### src/rtl/btn_state_ctl.sv
// Pushbutton front end: sync, debounce and rising-edge detect five buttons,
// then fold the press events into the 3-bit display mode code.
module btn_state_ctl #(
  parameter int unsigned DEBOUNCE_CYCLES = 1_000_000
) (
  input  logic       clk,
  input  logic       rst,
  input  logic       btnu,
  input  logic       btnd,
  input  logic       btnl,
  input  logic       btnr,
  input  logic       btnc,
  output logic [2:0] state,
  output logic       state_upd,
  output logic [4:0] btn_db
);

  localparam int unsigned CW = $clog2(DEBOUNCE_CYCLES);
  localparam logic [CW-1:0] CNT_MAX = CW'(DEBOUNCE_CYCLES - 1);

  typedef enum logic [2:0] {
    ST_UP    = 3'b001,
    ST_LEFT  = 3'b010,
    ST_RIGHT = 3'b011,
    ST_DOWN  = 3'b100,
    ST_DEF   = 3'b101
  } state_e;

  logic [4:0]         raw;
  logic [4:0]         s1_q, s1_d;
  logic [4:0]         s2_q, s2_d;
  logic [4:0]         db_q, db_d;
  logic [4:0]         db_prev_q, db_prev_d;
  logic [4:0][CW-1:0] cnt_q, cnt_d;
  logic [4:0]         press;
  state_e             state_q, state_d;
  state_e             tgt;
  logic               upd_q, upd_d;

  assign raw = {btnc, btnu, btnd, btnl, btnr};

  always_comb begin
    s1_d      = raw;
    s2_d      = s1_q;
    db_d      = db_q;
    cnt_d     = cnt_q;
    db_prev_d = db_q;
    for (int i = 0; i < 5; i++) begin
      if (s2_q[i] == db_q[i]) begin
        cnt_d[i] = '0;
      end else if (cnt_q[i] == CNT_MAX) begin
        db_d[i]  = s2_q[i];
        cnt_d[i] = '0;
      end else begin
        cnt_d[i] = cnt_q[i] + CW'(1);
      end
    end
  end

  assign press = db_q & ~db_prev_q;

  always_comb begin
    state_d = state_q;
    upd_d   = 1'b0;
    tgt     = state_q;
    priority case (1'b1)
      press[4]: tgt = ST_DEF;
      press[3]: tgt = ST_UP;
      press[2]: tgt = ST_DOWN;
      press[1]: tgt = ST_LEFT;
      press[0]: tgt = ST_RIGHT;
      default:  tgt = state_q;
    endcase
    // Re-pressing the active direction toggles back to DEFAULT
    if (|press) begin
      upd_d   = 1'b1;
      state_d = (tgt == state_q) ? ST_DEF : tgt;
    end
  end

  always_ff @(posedge clk) begin
    if (rst) begin
      s1_q      <= '0;
      s2_q      <= '0;
      db_q      <= '0;
      db_prev_q <= '0;
      cnt_q     <= '0;
      state_q   <= ST_DEF;
      upd_q     <= 1'b0;
    end else begin
      s1_q      <= s1_d;
      s2_q      <= s2_d;
      db_q      <= db_d;
      db_prev_q <= db_prev_d;
      cnt_q     <= cnt_d;
      state_q   <= state_d;
      upd_q     <= upd_d;
    end
  end

  assign state     = state_q;
  assign state_upd = upd_q;
  assign btn_db    = db_q;

endmodule
### config.mk
export PLATFORM = sky130hd
export DESIGN_NAME = btn_state_ctl
export DESIGN_NICKNAME = d
export VERILOG_FILES = /design/src/rtl/btn_state_ctl.sv
export SDC_FILE = /design/constraint.sdc
export NUM_CORES = 1
export LEC_CHECK = 0
export CORE_MARGIN = 8
export CORE_UTILIZATION = 60
export CTS_CLUSTER_DIAMETER = 50
export CTS_CLUSTER_SIZE = 28
export DETAILED_ROUTE_END_ITERATION = 10
export GPL_TIMING_DRIVEN = 1
export PLACE_DENSITY = 0.78
export SYNTH_ARGS = -nofsm -noshare
export SYNTH_HDL_FRONTEND = slang
export SYNTH_SLANG_ARGS = --single-unit
### constraint.sdc
create_clock -name clk -period 2.1 [get_ports clk]
set_input_delay 0.315 -clock clk [delete_from_list [all_inputs] [get_ports clk]]
set_output_delay 0.315 -clock clk [all_outputs]
set_load 0.01 [all_outputs]
==> impl_metrics.json <==
{
  "status": "complete, no violations",
  "switchingPower_mw": 1.00,
  "wl_per_cell_um": 13.3,
  "maxSlewHeadroom": 0.535,
  "synth_flop_cell": "dfxtp_1",
  "grt_pass1_vias": 4077,
  "first_pass_iters": 4,
  "r2r_setup_slack_ns": 0.22,
  "power.density_nw_per_um2": 834,
  "via_count": 3921,
  "placed_cells": 696,
  "yosysWarnings": 0,
  "cts.reportedPaths.clkPinSlew_ns": 0.06,
  "peakVddDrop_mv": 0.521,
  "post-cts-setup-buffer-count": 0,
  "grt-ovfl-total": 0,
  "worst_setup_path_end_kind": "flop",
  "hold_violations": 0,
  "min_to": "s1_q[1]$_SDFF_PP0_",
  "timing.rr.start": "cnt_q[40]$_SDFF_PP0_",
  "seq_power_share": 0.467,
  "leakage_nw": 2.05,
  "synth.distinct_cells": 43,
  "crit_required_ns": 2.48,
  "drt_iter0_markers": 157,
  "worstReg2RegEnd": "cnt_q[58]$_SDFF_PP0_",
  "cts_buffers": 17,
  "syn_to_final_growth_pct": 15.8,
  "syn_area_um2": 5260,
  "grt_usage": 0.176,
  "clock-root-buffer": "clkbuf_8",
  "p_sw_frac": 0.197,
  "layoutNonFillerInstCount": 728,
  "cp-start-kind": "flop",
  "fp.dieH_um": 110,
  "fin_setup_tns_ns": 0,
  "start_util": 0.612,
  "cp.arrival_ns": 2.25,
  "via_per_inst": 5.39,
  "place_congestion": 0.834,
  "min_period_ns": 1.88,
  "combPwrFrac": 0.012,
  "report.final.slew_viol_count": 0,
  "reg2regPathDepth": 6,
  "clock.fmax_ghz": 0.533,
  "drive_above_1_share": 0.0726,
  "maxCapViolCount": 0,
  "clkPwrFrac": 0.521,
  "fp.coreArea_um2": 8590,
  "finalPower_mw": 5.08,
  "period_share": 0.894,
  "ant_nets": 0,
  "rsz0062_at_grt": "no",
  "die_w_um": 110,
  "io_buffers": 15,
  "cts_tree": "built",
  "setup_viol_count_final": 0,
  "worstMarginPinSlew_ns": 0.692,
  "dieArea_um2": 12000,
  "final_area_um2": 6090,
  "syn-num-nets": 590,
  "nNetsFinal": 619,
  "synth-edff-count": 0,
  "cts.sinks": 124,
  "synth-seq-cells": 124,
  "placed_area_um2": 5540,
  "dp_hpwl_um": 6390,
  "remaining_drc_errors": 0,
  "syn-instance-count": 578,
  "ios": 16,
  "synthArstFlopShare": 0,
  "antenna-diode-count": 0,
  "totalWireLength_um": 9710,
  "antenna_found_initial": 0,
  "cts_max_path_buffers": 2,
  "cp_max_fo": 4,
  "min_path_type": "in -> reg",
  "grt_pass1_wl_um": 17200,
  "hold_start": "btnl",
  "holdPathStages": 2,
  "ys_seq_area_frac": 0.472,
  "finalClockSkew_ns": 0.0103,
  "grt_max_degree": 31,
  "rows": 34,
  "intPower_mw": 4.08,
  "h-tree-depth": 4,
  "synth.avg_cell_area_um2": 9.10,
  "clock_latency_ns": 0.50,
  "crit_type": "reg -> reg"
}
power by group through the flow:
stage,Clock (mW),Sequential [mW],Combinational [mW]
after global placement,0,2.42,0.0569
after detailed placement,0,2.42,0.0582
after floorplan,0,2.42,0.0383
after CTS,2.69,2.37,0.0590
after global routing,2.79,2.37,0.0664
final,2.65,2.37,0.0596
state kept, by name, summed over array words and instances, names as in the netlist:
name / flops
cnt_q: 100
btn_db: 5
db_prev_q: 5
s1_q: 5
s2_q: 5
state: 3
state_upd: 1
final cells by class:
cell class | count | area (um2)
multi-input combinational | 432 | 2660
fill | 663 | 2500
sequential | 124 | 2480
clock buffer | 25 | 484
timing repair buffer | 23 | 235
tap | 108 | 135
clock inverter | 7 | 62.6
inverter | 9 | 33.8
per-layer routing:
metal,up-vias,global-route usage,part of all wire
met5,-,0,0
met4,0,0.0781,0.013
met3,7,0.0416,0.027
met2,47,0.307,0.50
met1,1856,0.202,0.46
li1,2011,-,-
cells in the mapped netlist, drive strengths merged (2+ instances only):
cell type | instances | area share
nor4 | 10 | 0.017
nor3 | 10 | 0.0095
clkbuf | 2 | 0.0014
nor2b | 17 | 0.020
nor2 | 122 | 0.087
nand2 | 39 | 0.028
mux2i | 6 | 0.011
and4 | 17 | 0.028
and3 | 12 | 0.014
nand2b | 7 | 0.0083
or2 | 3 | 0.0036
dfxtp | 124 | 0.47
nor4bb | 2 | 0.0038
or3 | 5 | 0.0059
a21oi | 2 | 0.0019
inv | 9 | 0.0064
nand3b | 3 | 0.0043
buf | 11 | 0.016
and2 | 3 | 0.0036
nor4b | 7 | 0.013
xor2 | 60 | 0.10
nand3 | 42 | 0.040
ha | 5 | 0.012
xnor2 | 34 | 0.057
nand4 | 13 | 0.015
o21ai | 4 | 0.0038
cell usage in the layout (no fill, tap or decap), types with 3 or more instances in the layout:
master and n:
clkbuf_16 16, and4_1 17, and3_1 12, and2_1 3, nor2_1 122, mux2i_1 6
nand3_1 42, o21ai_0 4, clkinv_2 5, nor2b_1 17, nand3b_1 3, nor4_1 7
ha_1 5, nor3_1 10, dfxtp_1 124, nor4b_1 6, or3_1 4, nand2_1 39
xnor2_1 34, buf_4 6, clkbuf_8 5, inv_1 9, nand2b_1 7, clkbuf_1 4
nand4_1 13, clkdlybuf4s50_1 15, xor2_1 60
how the worst max path moves through the flow:
stage | start | cells after the start | to
final | cnt_q[40]$_SDFF_PP0_ | 6 | cnt_q[58]$_SDFF_PP0_
after global routing | cnt_q[40]$_SDFF_PP0_ | 6 | cnt_q[59]$_SDFF_PP0_
after CTS | cnt_q[0]$_SDFF_PP0_ | 6 | cnt_q[13]$_SDFF_PP0_
after detailed placement | rst | 4 | cnt_q[2]$_SDFF_PP0_
after global placement | rst | 4 | cnt_q[12]$_SDFF_PP0_
after floorplan | cnt_q[40]$_SDFF_PP0_ | 8 | cnt_q[52]$_SDFF_PP0_
stage by stage:
stage,utilization,hold WS (ns),setup slack (ns)
after detailed placement,0.644,0.430,0.198
after global placement,0.644,0.419,0.247
final,0.709,0.380,0.224
after CTS,0.708,0.365,0.119
after floorplan,-,0.412,0.435
after global routing,0.709,0.400,0.109
cells by family (layout without fill, tap and decap cells):
family / count (synthesis) / in the layout / synth area share
fa+ha+maj: 5 / 5 / 0.0119
xor+xnor: 94 / 94 / 0.157
simple gates: 315 / 315 / 0.309
buf+inv: 22 / 64 / 0.0240
flops: 124 / 124 / 0.472
compound gates: 12 / 12 / 0.0157
mux: 6 / 6 / 0.0114
repair_timing:
| action | 4_1_cts | 5_1_grt |
|---|---|---|
| gates resized for setup | 0 | 1 |
| endpoints found under the hold margin | 0 | 0 |
| endpoints found under the setup margin | 0 | 18 |
| hold buffers | 0 | 0 |
worst max-delay path, stage by stage (launching register included):
cell and delay, ns:
dfxtp_1 0.38, ha_1 0.22, nand4_1 0.18, nor4_2 0.57, nand4_1 0.19, xor2_1 0.16
nor2_1 0.05
(Power assumes the default switching activity.)
